## src/rtl/branch_compare_pipe.sv

```systemverilog
// Pipelined branch/set condition evaluator with mispredict detection.
// Ports: valid/ready in (A, B, CompareControl, PredTaken, TagIn),
//   valid/ready out (CompareResult, Mispredict, IllegalOp, TagOut),
//   Flush kills in-flight ops, saturating Branch/MispredictCount.
`timescale 1ns/1ps
module branch_compare_pipe #(
  parameter int WIDTH  = 32,
  parameter int STAGES = 1,
  parameter int TAG_W  = 4,
  parameter int CNT_W  = 16
) (
  input  logic             Clk,
  input  logic             Rst_n,
  input  logic             InValid,
  output logic             InReady,
  input  logic [3:0]       CompareControl,
  input  logic [WIDTH-1:0] A,
  input  logic [WIDTH-1:0] B,
  input  logic             PredTaken,
  input  logic [TAG_W-1:0] TagIn,
  input  logic             Flush,
  output logic             OutValid,
  input  logic             OutReady,
  output logic             CompareResult,
  output logic             Mispredict,
  output logic             IllegalOp,
  output logic [TAG_W-1:0] TagOut,
  output logic [CNT_W-1:0] BranchCount,
  output logic [CNT_W-1:0] MispredictCount
);

  localparam int L = STAGES - 1;

  typedef struct packed {
    logic             result;
    logic             pred;
    logic             illegal;
    logic [TAG_W-1:0] tag;
  } stage_t;

  logic a_neg, a_zero, eq, lt_s, lt_u;
  logic cmp_res, cmp_ill;

  assign a_neg  = A[WIDTH-1];
  assign a_zero = (A == '0);
  assign eq     = (A == B);
  assign lt_s   = $signed(A) < $signed(B);
  assign lt_u   = A < B;

  always_comb begin
    cmp_res = 1'b0;
    cmp_ill = 1'b0;
    unique case (CompareControl)
      4'd0:    cmp_res = ~a_neg & ~a_zero;
      4'd1:    cmp_res = a_neg;
      4'd2:    cmp_res = ~a_neg;
      4'd3:    cmp_res = a_neg | a_zero;
      4'd4:    cmp_res = eq;
      4'd5:    cmp_res = ~eq;
      4'd6:    cmp_res = lt_s;
      4'd7:    cmp_res = ~lt_s;
      4'd8:    cmp_res = lt_u;
      4'd9:    cmp_res = ~lt_u;
      default: cmp_ill = 1'b1;
    endcase
  end

  logic [STAGES-1:0] v;
  logic [STAGES-1:0] adv;
  stage_t            pl [STAGES];
  logic              accept;
  logic              retire;
  logic [CNT_W-1:0]  bc, mc;

  // A stage can move iff some stage at or after it is empty,
  // or the consumer drains the tail this cycle.
  for (genvar i = 0; i < STAGES; i++) begin : g_adv
    assign adv[i] = ~(&v[STAGES-1:i]) | OutReady;
  end

  assign InReady = adv[0] & ~Flush;
  assign accept  = InValid & InReady;

  always_ff @(posedge Clk or negedge Rst_n) begin
    if (!Rst_n) begin
      v <= '0;
      for (int i = 0; i < STAGES; i++) pl[i] <= '0;
    end else if (Flush) begin
      v <= '0;
    end else begin
      if (adv[0]) begin
        v[0] <= accept;
        if (accept)
          pl[0] <= {cmp_res, PredTaken, cmp_ill, TagIn};
      end
      for (int i = 1; i < STAGES; i++) begin
        if (adv[i]) begin
          v[i] <= v[i-1];
          if (v[i-1]) pl[i] <= pl[i-1];
        end
      end
    end
  end

  assign OutValid      = v[L];
  assign CompareResult = pl[L].result;
  assign Mispredict    = pl[L].result ^ pl[L].pred;
  assign IllegalOp     = pl[L].illegal;
  assign TagOut        = pl[L].tag;

  assign retire = v[L] & OutReady & ~Flush;

  always_ff @(posedge Clk or negedge Rst_n) begin
    if (!Rst_n) begin
      bc <= '0;
      mc <= '0;
    end else if (retire) begin
      if (~&bc) bc <= bc + 1'b1;
      if (Mispredict && ~&mc) mc <= mc + 1'b1;
    end
  end

  assign BranchCount     = bc;
  assign MispredictCount = mc;

endmodule
```

## config.mk

```make
export PLATFORM = sky130hd
export DESIGN_NAME = branch_compare_pipe
export DESIGN_NICKNAME = d
export VERILOG_FILES = /design/src/rtl/branch_compare_pipe.sv
export SDC_FILE = /design/constraint.sdc
export NUM_CORES = 1
export LEC_CHECK = 0
export ABC_AREA = 1
export CAP_MARGIN = 40
export CORE_UTILIZATION = 40
export DETAILED_ROUTE_END_ITERATION = 7
export PLACE_DENSITY = 0.86
export SYNTH_ARGS = -nofsm -noshare
export SYNTH_HDL_FRONTEND = slang
export SYNTH_SLANG_ARGS = --single-unit
```

## constraint.sdc

```tcl
create_clock -name Clk -period 2 [get_ports Clk]
set_input_delay 0.2 -clock Clk [delete_from_list [all_inputs] [get_ports Clk]]
set_output_delay 0.2 -clock Clk [all_outputs]
set_load 0.01 [all_outputs]
```

# Yosys cells after proc, flatten, opt, wreduce, memory -nomap -nowiden
# Cells that the tools add are included.
dict set report word_totals {
  mem_count 0
  mem_bits_rw 0
  word_cells 52
  latchBits 0
  reg_bits 40
  rom_bits 0
  in_bits 78
}
dict set report op_classes {
  n_div 0
  order_cmp 2
  mul 0
  n_reduce_logical 11
  eq_ne 10
  n_shift 0
  n_addsub 2
  n_mux 4
  n_bitwise 16
}
# cell n
set op_table {}
lappend op_table {{< comparator 32 bit} 2}
lappend op_table {{adder 16 x 1 -> 16 bit (second input constant)} 2}
lappend op_table {{== test 32 bit} 1}
lappend op_table {{zero test 32 bit} 1}
lappend op_table {{AND reduction 16 bit} 2}
lappend op_table {{== test 4 x 3 -> 1 bit (second input constant)} 4}
lappend op_table {{case mux 1 bit (10 select lines)} 1}
lappend op_table {{OR reduction 10 bit} 1}
lappend op_table {{== test 4 x 2 -> 1 bit (second input constant)} 2}
lappend op_table {{== test 4 bit (second input constant)} 2}
lappend op_table {{NOT 1 bit} 8}
lappend op_table {{bitwise AND 1 bit} 5}
lappend op_table {{== test 4 x 1 -> 1 bit (second input constant)} 1}
lappend op_table {{zero test 4 bit} 1}
lappend op_table {{AND reduction 2 bit} 2}
lappend op_table {{two-way mux 1 bit} 3}
lappend op_table {{AND reduction 3 bit} 1}
lappend op_table {{bitwise OR 1 bit} 2}
lappend op_table {{nonzero test 2 bit} 1}
lappend op_table {{logical AND 1 bit} 1}
lappend op_table {{zero test 1 bit} 1}
lappend op_table {{bitwise XOR 1 bit} 1}

# Depth between registers and ports, before layout
# Gate-level depths: netlist of the first run.
dict set report depth {
  depth_word 6
  ltp_mapped 19
  ltp_nobuf 19
}

# Least setup slack after synthesis of the first run
# No wires, ideal clock.
dict set report synth_timing {
  path_kind {flip-flop to flip-flop}
  startpoint {register mc[0] (netlist: MispredictCount[0])}
  endpoint {register mc[15] (netlist: MispredictCount[15])}
  t_arrival_ns 1.723
  setup_time_ns 0.079
  required_time_ns 1.921
  slack_ns 0.198
  path_buffers 0
  path_stages_with_launch 14
  path_cell_list {dfrtp_1 > ha_1 > nand3_1 > nor2_2 > nand3_1 > nand2_2 > nor2_4 > nand2_2 > nor2_4 > nand2_2 > nor2_2 > nand2_2 > nor2_2 > xor2_1}
}
dict set report synth_between {
  elab_chain_len 4
  word_cells_on_any_way 5
  cone_classes {add/sub: 1; reduce/logical: 4}
}
# element line_no
set synth_rtl {}
lappend synth_rtl {{from (decl)} 73} ;# logic [CNT_W-1:0] bc, mc;
lappend synth_rtl {{from (signal assigned)} 119} ;# if (Mispredict && ~&mc) mc <= mc + 1'b1;
lappend synth_rtl {{parallel branches: the longest is 4 deep, another holds adder 16 x 1 -> 16 bit} --}
# Parallel ways; which one is timed is not known.
# A chain may end at the register's enable or synchronous reset.

# Worst setup path in the final report of the first run
dict set report layout_timing {
  startpoint {register bc[1] (netlist: BranchCount[1])}
  endpoint {register bc[15] (netlist: BranchCount[15])}
}
dict set report layout_between {
  elab_chain_len 3
  word_cells_on_any_way 4
  cone_classes {add/sub: 1; bitwise: 1; reduce/logical: 2}
}
# element line_no
set layout_rtl {}
lappend layout_rtl {{from (decl)} 73}
lappend layout_rtl {{from (signal assigned)} 118} ;# if (~&bc) bc <= bc + 1'b1;
lappend layout_rtl {{parallel branches: the longest is 3 deep, another holds adder 16 x 1 -> 16 bit} --}
# Parallel ways; which one is timed is not known.

==> impl_results.html, run 1 <==
<table>
<tr><th>Metric</th><th>Value</th></tr>
<tr><th colspan="2">Status</th></tr>
<tr><td>Status</td><td>completed</td></tr>
<tr><th colspan="2">Synthesis</th></tr>
<tr><td>Cell type with the largest total area after synthesis</td><td>dfrtp_1</td></tr>
<tr><td>Post-synthesis sequential element count</td><td>40</td></tr>
<tr><td>Nets in the synthesized netlist</td><td>504</td></tr>
<tr><td>Most used DFF post-synth</td><td>dfrtp_1</td></tr>
<tr><td>Distinct cell type count of the synthesized netlist</td><td>27</td></tr>
<tr><td>Top-count cell post-synth</td><td>nand2_1</td></tr>
<tr><td>Mean instance size in the synthesized netlist</td><td>7.57 sq um</td></tr>
<tr><td>Cell types with the largest area share after synthesis</td><td>dfrtp_1 (34%), ha_1 (14%), nand2_1 (12%)</td></tr>
<tr><td>Synthesis Warnings</td><td>0</td></tr>
<tr><td>Leading cell types by count after synthesis</td><td>nand2_1 (92), inv_1 (61), nor2_1 (48)</td></tr>
<tr><td>Number of enable flip-flop cells after synthesis</td><td>0</td></tr>
<tr><td>Synth top area share</td><td>0.337</td></tr>
<tr><td>Cells after synthesis</td><td>392</td></tr>
<tr><td>Async set or reset register ratio after synthesis</td><td>1.00</td></tr>
<tr><td>Cell area after synthesis</td><td>2970 sq um</td></tr>
<tr><td>Share of the yosys chip area belonging to registers</td><td>0.337</td></tr>
<tr><th colspan="2">Timing</th></tr>
<tr><td>Setup WS post-layout</td><td>0.120 ns</td></tr>
<tr><td>Worst-margin pin slew</td><td>0.556 ns</td></tr>
<tr><td>Setup repair after global routing missed its margin</td><td>yes</td></tr>
<tr><td>Final number of max-transition violations</td><td>0</td></tr>
<tr><td>Fmax achieved</td><td>0.532 GHz</td></tr>
<tr><td>Final critical delay including setup and external delays</td><td>1.88 ns</td></tr>
<tr><td>Setup tns final</td><td>0 ns</td></tr>
<tr><td>Number of endpoints with negative hold slack in the final report</td><td>0</td></tr>
<tr><td>Fraction of the cycle the final worst path needs</td><td>0.940</td></tr>
<tr><td>Slew margin rel.</td><td>0.629</td></tr>
<tr><td>Final count of negative-setup-slack endpoints</td><td>0</td></tr>
<tr><td>Largest clock skew in the final design</td><td>0.00900 ns</td></tr>
<tr><th colspan="2">Pwr</th></tr>
<tr><td>Post-route total power</td><td>2.53 mW</td></tr>
<tr><td>Power density over the cells</td><td>550 nW/um^2</td></tr>
<tr><td>Reported leakage power</td><td>2.27 nW</td></tr>
<tr><td>Max VDD drop</td><td>0.303 mV</td></tr>
<tr><th colspan="2">Detailed routing</th></tr>
<tr><td>Total wire length after detailed routing</td><td>7710 um</td></tr>
<tr><td>Residual DRC count</td><td>0</td></tr>
<tr><td>Vias</td><td>2966</td></tr>
<tr><td>Routed wire length on met2</td><td>4100 um</td></tr>
<tr><td>Iteration-0 DRC Markers</td><td>79</td></tr>
<tr><td>Number of search-and-repair iterations in the first detailed-routing pass</td><td>4</td></tr>
<tr><td>Per-cell via count in the routed design</td><td>4.69</td></tr>
<tr><td>Met3 wire len</td><td>355 um</td></tr>
<tr><td>DR top layer</td><td>met4</td></tr>
<tr><td>Length of routed wiring on met1</td><td>3140 um</td></tr>
<tr><td>Routed wire length per instance</td><td>12.2 um</td></tr>
<tr><td>Remaining number of nets flagged by the antenna check after routing</td><td>0</td></tr>
<tr><th colspan="2">Cells and area</th></tr>
<tr><td>Fraction of layout cells with a size suffix above 1</td><td>0.125</td></tr>
<tr><td>Number of antenna cells inserted</td><td>0</td></tr>
<tr><td>Growth of design area from synthesis to finish</td><td>55.1%</td></tr>
<tr><td>Count of fill cells added during filler insertion</td><td>611</td></tr>
<tr><td>Final nets</td><td>646</td></tr>
<tr><th colspan="2">Worst setup path</th></tr>
<tr><td>Source of the critical timing path</td><td>BranchCount[1]$_DFFE_PN0P_</td></tr>
<tr><td>Slack of the worst reg-to-reg path</td><td>0.12 ns</td></tr>
<tr><td>Setup CP Type</td><td>reg -&gt; reg</td></tr>
<tr><td>Cell Chain, Critical Path</td><td>ha_1 -&gt; nand3_1 -&gt; nor3_2 -&gt; nand2_1 -&gt; nor2_1 -&gt; o21ai_2 -&gt; nand3_1 -&gt; nor2_1 -&gt; nand3_1 -&gt; xnor2_1</td></tr>
<tr><td>Logic depth of the worst path, buffers included</td><td>10</td></tr>
<tr><td>Number of buffers and inverters on the critical path</td><td>0</td></tr>
<tr><td>Maximum fanout encountered on the critical timing path</td><td>4</td></tr>
<tr><td>CP dominant cell by count</td><td>nand3_1</td></tr>
<tr><td>Capturing point of the worst reg2reg path</td><td>BranchCount[15]$_DFFE_PN0P_</td></tr>
<tr><td>Destination of the critical timing path</td><td>BranchCount[15]$_DFFE_PN0P_</td></tr>
<tr><td>Startpoint type of the worst setup path</td><td>flop</td></tr>
<tr><td>Launch point of the worst reg-to-reg path</td><td>BranchCount[1]$_DFFE_PN0P_</td></tr>
<tr><td>Path depth of the worst reg2reg path</td><td>10</td></tr>
<tr><td>Endpoint kind of the worst setup timing path</td><td>flop</td></tr>
<tr><td>Critical path data required time</td><td>2.17 ns</td></tr>
<tr><td>CP arrival</td><td>2.05 ns</td></tr>
<tr><td>Slowest cell on crit path</td><td>dfrtp_1</td></tr>
<tr><td>Stage delay of the slowest cell on the critical path</td><td>0.42 ns</td></tr>
<tr><td>Worst path top cell family by delay</td><td>simple AND/OR/NAND/NOR gates</td></tr>
<tr><th colspan="2">Global routing</th></tr>
<tr><td>Largest net degree at the start of global routing</td><td>26</td></tr>
<tr><td>Total overflow reported by the global router</td><td>0</td></tr>
<tr><td>Antenna violations before repair</td><td>0</td></tr>
<tr><td>Global-route wire length before repair</td><td>12400 um</td></tr>
<tr><td>Via count of the first global-routing pass</td><td>2947</td></tr>
<tr><td>Overall global routing resource usage</td><td>0.205</td></tr>
<tr><th colspan="2">Place</th></tr>
<tr><td>Detailed Place HPWL</td><td>6390 um</td></tr>
<tr><td>Placer's final routability congestion estimate</td><td>0.858</td></tr>
<tr><td>Pre-CTS setup slack</td><td>-0.298 ns</td></tr>
<tr><td>Number of port buffers</td><td>118</td></tr>
<tr><th colspan="2">Clock tree</th></tr>
<tr><td>Maximum clock path buffer count</td><td>2</td></tr>
<tr><td>Library cell used as clock root buffer</td><td>clkbuf_8</td></tr>
<tr><td>CTS H-Tree Depth</td><td>2</td></tr>
<tr><td>Clock-pin transition on the worst setup and hold timing paths</td><td>0.07 ns</td></tr>
<tr><td>CTS tree</td><td>done</td></tr>
<tr><td>TritonCTS Buffers</td><td>5</td></tr>
<tr><td>Clock network latency to the later pin of the worst-skew pair</td><td>0.29 ns</td></tr>
<tr><td>Count of clock tree sinks</td><td>40</td></tr>
<tr><th colspan="2">Floorplan</th></tr>
<tr><td>Initial Util</td><td>0.412</td></tr>
<tr><td>Num rows</td><td>31</td></tr>
<tr><td>Die extent in x</td><td>88.2 um</td></tr>
<tr><td>CORE AREA</td><td>7210 sq um</td></tr>
<tr><td>Vertical die dimension</td><td>88.2 um</td></tr>
<tr><td>Total die area</td><td>7770 sq um</td></tr>
<tr><td>Ports</td><td>119</td></tr>
<tr><th colspan="2">Hold path</th></tr>
<tr><td>Class of the most critical hold timing path</td><td>in -&gt; async</td></tr>
<tr><th colspan="2">Run</th></tr>
<tr><td>Number of max-cap violations</td><td>0</td></tr>
</table>
## worst register-to-register path, delay by kind of cell, from the launching register on
family                   cells  cell delay, ns
AO/OA/AOI/OAI                1            0.22
XOR/XNOR                     1            0.15
adder cells (fa/ha/maj)      1            0.21
flip-flops                   1            0.42
AND/OR/NAND/NOR              7            0.76
## layout make-up
| type | count | area, sq um | share of cell area |
|---|---|---|---|
| Multi-Input combinational cell | 287 | 1830 | 0.396 |
| Timing Repair Buffer | 139 | 1350 | 0.292 |
| Sequential cell | 40 | 1000 | 0.218 |
| Inverter | 61 | 229 | 0.0497 |
| Tap cell | 99 | 124 | 0.0269 |
| Clock buffer | 6 | 72.6 | 0.0158 |
| Clock inverter | 1 | 5.00 | 0.00109 |
## report_power, final
group / leakage, nW / total (mW) / switching (mW) / internal, mW
sequential: 0.504 / 1.04 / 0.114 / 0.927
combinational: 1.72 / 1.00 / 0.434 / 0.567
clock: 0.0410 / 0.490 / 0.253 / 0.237
## sequential cells by signal, indices dropped and copies added, names as in the netlist
register / count
CompareResult: 1
TagOut: 4
IllegalOp: 1
BranchCount: 16
MispredictCount: 16
pl: 1
OutValid: 1
## worst min-delay path by stage
stage          startpoint  slack (ns)                              end  depth (start not counted)
2_1_floorplan       Rst_n        -0.1       BranchCount[0]$_DFFE_PN0P_                          0
3_3_place_gp        Rst_n        0.22  MispredictCount[10]$_DFFE_PN0P_                          1
3_5_place_dp        Rst_n        0.22  MispredictCount[10]$_DFFE_PN0P_                          1
4_1_cts             Rst_n        0.44      BranchCount[11]$_DFFE_PN0P_                          2
5_1_grt          TagIn[2]        0.45            TagOut[2]$_DFFE_PN0P_                          3
6_report            Rst_n        0.43  MispredictCount[10]$_DFFE_PN0P_                          2
## cell usage in the layout (no fill, tap or decap), types with 9 or more instances in the layout
| cell | netlist | final |
|---|---|---|
| a21oi_1 | 16 | 15 |
| nand2_1 | 92 | 88 |
| nand2_2 | 5 | 9 |
| clkdlybuf4s50_1 | 0 | 113 |
| nor2_1 | 48 | 40 |
| buf_4 | 4 | 20 |
| nor2_2 | 4 | 11 |
| ha_1 | 34 | 30 |
| nand3_1 | 21 | 20 |
| inv_1 | 61 | 59 |
| xor2_1 | 21 | 21 |
| dfrtp_1 | 40 | 39 |
## stage by stage
step	hold WS, ns	util	instances	cell area (sq um)
2_1_floorplan	-0.0956	-	392	2970
3_3_place_gp	0.224	0.605	622	4370
3_5_place_dp	0.217	0.605	622	4370
4_1_cts	0.440	0.618	630	4460
5_1_grt	0.453	0.638	633	4600
6_report	0.431	0.638	633	4600
## repair_timing
action	4_1_cts	5_1_grt
resized for setup	1	29
hold buffers	1	0
setup endpoints to repair	1	8
endpoints found under the hold margin	23	0
pin swaps	0	7
buffers inserted	0	3
## metal layers
| metal | up-vias | GRT usage |
|---|---|---|
| met5 | - | 0 |
| met4 | 0 | 0.0645 |
| met3 | 10 | 0.0452 |
| met2 | 78 | 0.381 |
| met1 | 1359 | 0.232 |
| li1 | 1519 | - |
## cell families (layout without fill, tap and decap cells)
| family | count (synthesis) | in the layout | share of synthesized area |
|---|---|---|---|
| AND/OR/NAND/NOR | 194 | 194 | 0.289 |
| buffers and inverters | 65 | 207 | 0.0872 |
| flip-flops | 40 | 40 | 0.337 |
| adder cells (fa/ha/maj) | 34 | 34 | 0.143 |
| AO/OA/AOI/OAI | 30 | 30 | 0.0582 |
| XOR/XNOR | 29 | 29 | 0.0855 |
(Power assumes the default switching activity.)
==> inputs of run 2 (changes only) <==
==> constraint.sdc (replaced) <==
create_clock -name Clk -period 2 [get_ports Clk]
set_input_delay 0.4 -clock Clk [delete_from_list [all_inputs] [get_ports Clk]]
set_output_delay 0.4 -clock Clk [all_outputs]
set_load 0.01 [all_outputs]
==> run 2 against run 1 <==
  * Critical path depth rose by 6
  * Flip-flop and latch count stayed put
  * Via count up 6.5%
  * The run now ends with setup timing left
  * Highest routed layer unchanged
  * Core utilization rose by 6.8 points
  * Power up 8.9%
  * Critical endpoint is now CompareResult$_DFFE_PN0P_
  * Final area is 11% higher
  * Combinational power up 5%
  * Register-to-register slack better by 0.03 ns
  * Worst hold slack worse by 0.28 ns
  * Count of clock-buffer cells in the layout stayed put
  * First-iteration DRC count up 33%
  * Sequential power barely moved
==> impl_results.html, run 2 (synthesis gave the netlist of run 1 again) <==
<table>
<tr><th>Metric</th><th>Value</th></tr>
<tr><th colspan="2">Status</th></tr>
<tr><td>Status</td><td>finished with violations</td></tr>
<tr><td>Violations in the final reports</td><td>setup timing</td></tr>
<tr><th colspan="2">Worst setup path</th></tr>
<tr><td>Endpoint kind of the worst setup timing path</td><td>flop</td></tr>
<tr><td>CP arrival</td><td>2.27 ns (+0.22 ns)</td></tr>
<tr><td>Slowest cell on crit path</td><td>clkdlybuf4s50_1</td></tr>
<tr><td>Stage delay of the slowest cell on the critical path</td><td>0.46 ns (+0.04 ns)</td></tr>
<tr><td>Startpoint type of the worst setup path</td><td>input port</td></tr>
<tr><td>Number of buffers and inverters on the critical path</td><td>2 (+2)</td></tr>
<tr><td>Maximum fanout encountered on the critical timing path</td><td>4 (unchanged)</td></tr>
<tr><td>Source of the critical timing path</td><td>B[4]</td></tr>
<tr><td>Launch point of the worst reg-to-reg path</td><td>BranchCount[0]$_DFFE_PN0P_</td></tr>
<tr><td>Cell Chain, Critical Path</td><td>clkdlybuf4s50_1 -&gt; inv_1 -&gt; ha_1 -&gt; nand2_1 -&gt; nor2_2 -&gt; nand2_1 -&gt; nand2_1 -&gt; nand2_1 -&gt; nand2_2 -&gt; nand2_4 -&gt; nand3_2 -&gt; nand3_1 -&gt; nor2_1 -&gt; nand3_2 -&gt; nand2_2 -&gt; nand2_1</td></tr>
<tr><td>CP dominant cell by count</td><td>nand2_1</td></tr>
<tr><td>Critical path data required time</td><td>2.18 ns (about the same)</td></tr>
<tr><td>Setup CP Type</td><td>in -&gt; reg</td></tr>
<tr><td>Worst path top cell family by delay</td><td>simple AND/OR/NAND/NOR gates</td></tr>
<tr><th colspan="2">Cells and area</th></tr>
<tr><td>Area occupied by multi-input gates</td><td>2140 sq um (+17%)</td></tr>
<tr><td>Final nets</td><td>652 (+0.93%)</td></tr>
<tr><td>Count of fill cells added during filler insertion</td><td>538 (-12%)</td></tr>
<tr><td>Growth of design area from synthesis to finish</td><td>71.6%</td></tr>
<tr><td>Commonest cells after routing, fill and taps aside</td><td>nand2_1 (77), clkdlybuf4s50_1 (69), dlymetal6s2s_1 (46)</td></tr>
<tr><td>Area taken by flip-flops and latches</td><td>1000 sq um (-0.12%)</td></tr>
<tr><td>Fraction of layout cells with a size suffix above 1</td><td>0.244 (+0.119)</td></tr>
<tr><td>Final Core Density</td><td>0.706 (+0.0678)</td></tr>
<tr><td>Most common cell after layout, fill and taps aside</td><td>nand2_1</td></tr>
<tr><th colspan="2">Detailed routing</th></tr>
<tr><td>Per-cell via count in the routed design</td><td>4.92 (+5.0%)</td></tr>
<tr><td>Routed wire length per instance</td><td>14.3 um (+17%)</td></tr>
<tr><td>Remaining number of nets flagged by the antenna check after routing</td><td>0 (unchanged)</td></tr>
<tr><td>Number of search-and-repair iterations in the first detailed-routing pass</td><td>4 (unchanged)</td></tr>
<tr><td>Total wire length after detailed routing</td><td>9180 um (+19%)</td></tr>
<tr><td>Iteration-0 DRC Markers</td><td>105 (+33%)</td></tr>
<tr><td>Residual DRC count</td><td>0 (unchanged)</td></tr>
<tr><td>Vias</td><td>3158 (+6.5%)</td></tr>
<tr><th colspan="2">Clock tree</th></tr>
<tr><td>Clock-pin transition on the worst setup and hold timing paths</td><td>0.08 ns (about the same)</td></tr>
<tr><td>Maximum clock path buffer count</td><td>2 (unchanged)</td></tr>
<tr><td>Post-CTS setup repair buffer count</td><td>0 (unchanged)</td></tr>
<tr><td>TritonCTS Buffers</td><td>5 (unchanged)</td></tr>
<tr><td>Clock network latency to the later pin of the worst-skew pair</td><td>0.30 ns (about the same)</td></tr>
<tr><td>CTS H-Tree Depth</td><td>2 (unchanged)</td></tr>
<tr><td>Library cell used as clock root buffer</td><td>clkbuf_8</td></tr>
<tr><td>CTS tree</td><td>done</td></tr>
<tr><td>Count of clock tree sinks</td><td>40 (unchanged)</td></tr>
<tr><th colspan="2">Floorplan</th></tr>
<tr><td>Vertical die dimension</td><td>88.2 um (unchanged)</td></tr>
<tr><td>Die extent in x</td><td>88.2 um (unchanged)</td></tr>
<tr><td>Total die area</td><td>7770 sq um (unchanged)</td></tr>
<tr><td>Num rows</td><td>31 (unchanged)</td></tr>
<tr><td>CORE AREA</td><td>7210 sq um (unchanged)</td></tr>
<tr><td>Initial Util</td><td>0.412 (unchanged)</td></tr>
<tr><td>Ports</td><td>119 (unchanged)</td></tr>
<tr><th colspan="2">Pwr</th></tr>
<tr><td>Reported leakage power</td><td>2.71 nW (+19%)</td></tr>
<tr><td>Max VDD drop</td><td>0.353 mV (+17%)</td></tr>
<tr><td>Power density over the cells</td><td>541 nW/um^2 (-1.6%)</td></tr>
<tr><td>Post-route total power</td><td>2.76 mW (+8.9%)</td></tr>
<tr><th colspan="2">Global routing</th></tr>
<tr><td>Total overflow reported by the global router</td><td>0 (unchanged)</td></tr>
<tr><td>Global-route wire length before repair</td><td>12800 um (+3.1%)</td></tr>
<tr><td>Via count of the first global-routing pass</td><td>2991 (+1.5%)</td></tr>
<tr><td>Largest net degree at the start of global routing</td><td>41 (+58%)</td></tr>
<tr><td>Overall global routing resource usage</td><td>0.212 (+0.00725)</td></tr>
<tr><td>Antenna violations before repair</td><td>2 (+2)</td></tr>
<tr><th colspan="2">Timing</th></tr>
<tr><td>Worst-margin pin slew</td><td>0.482 ns (-0.0739 ns)</td></tr>
<tr><td>Slew margin rel.</td><td>0.678 (+0.0493)</td></tr>
<tr><td>Setup repair after global routing missed its margin</td><td>yes</td></tr>
<tr><td>Number of endpoints with negative hold slack in the final report</td><td>0 (unchanged)</td></tr>
<tr><td>Final count of negative-setup-slack endpoints</td><td>1 (+1)</td></tr>
<tr><td>Final number of max-transition violations</td><td>0 (unchanged)</td></tr>
<tr><td>Largest clock skew in the final design</td><td>0.0125 ns (+0.00346 ns)</td></tr>
<tr><td>Fmax achieved</td><td>0.479 GHz (-10%)</td></tr>
<tr><td>Setup WS post-layout</td><td>-0.0874 ns (-0.208 ns)</td></tr>
<tr><td>Fraction of the cycle the final worst path needs</td><td>1.04 (+0.104)</td></tr>
<tr><td>Final critical delay including setup and external delays</td><td>2.09 ns (+0.208 ns)</td></tr>
<tr><th colspan="2">Hold path</th></tr>
<tr><td>Class of the most critical hold timing path</td><td>in -&gt; async</td></tr>
<tr><th colspan="2">Place</th></tr>
<tr><td>Pre-CTS setup slack</td><td>-0.541 ns (-0.243 ns)</td></tr>
<tr><td>Placer's final routability congestion estimate</td><td>0.858 (about the same)</td></tr>
<tr><td>Detailed Place HPWL</td><td>6510 um (+1.8%)</td></tr>
<tr><td>Number of port buffers</td><td>118 (unchanged)</td></tr>
<tr><th colspan="2">Run</th></tr>
<tr><td>Number of max-cap violations</td><td>0 (unchanged)</td></tr>
</table>
==> run 2: cell type report <==
type / count / area share
Clock inverter: 2 / 0.00688
Inverter: 61 / 0.0450
Multi-Input combinational cell: 287 / 0.419
Sequential cell: 40 / 0.197
Clock buffer: 6 / 0.0142
Antenna cell: 2 / 0.000983
Timing Repair Buffer: 145 / 0.293
Tap cell: 99 / 0.0243
==> run 2: repair_timing <==
item | CTS | global route
setup endpoints to repair | 2 | 3
endpoints found under the hold margin | 0 | 0
pin swaps | 1 | 42
resized for setup | 5 | 132
hold buffers | 0 | 0
==> run 2: path summary, 6_finish.rpt <==
check                                                   to  slack, ns  cells past startpoint
worst max-delay path             CompareResult$_DFFE_PN0P_      -0.09                     16
worst min-delay path                  OutValid$_DFFE_PN0P_       0.15                      2
worst max register to register  BranchCount[9]$_DFFE_PN0P_       0.15                     10
worst min register to register       TagOut[0]$_DFFE_PN0P_       0.49                      2
max in group asynchronous            TagOut[2]$_DFFE_PN0P_       1.50                      2
min in group Clk                     TagOut[0]$_DFFE_PN0P_       0.49                      2
==> run 2: per-stage QoR <==
| step | cells | hold WS [ns] | instance area, sq um | setup TNS (ns) |
|---|---|---|---|---|
| 6_report | 642 | 0.153 | 5090 | -0.0874 |
| 2_1_floorplan | 392 | 0.104 | 2970 | 0 |
| 3_5_place_dp | 632 | 0.474 | 4440 | -1.13 |
| 5_1_grt | 642 | 0.186 | 5090 | -0.233 |
| 3_3_place_gp | 632 | 0.464 | 4440 | -0.782 |
| 4_1_cts | 640 | 0.168 | 4570 | -0.0883 |
==> run 2: where the power goes <==
group,internal (mW),switching (mW),total [mW]
clock network,0.370,0.279,0.649
registers,0.925,0.136,1.06
logic,0.574,0.473,1.05
==> run 2: metal layers <==
layer	track usage	routed length, um	vias to the layer above
met2	0.391	4900	114
met5	0	0	-
met1	0.232	3510	1489
met3	0.0613	480	24
li1	-	-	1531
met4	0.0704	289	0
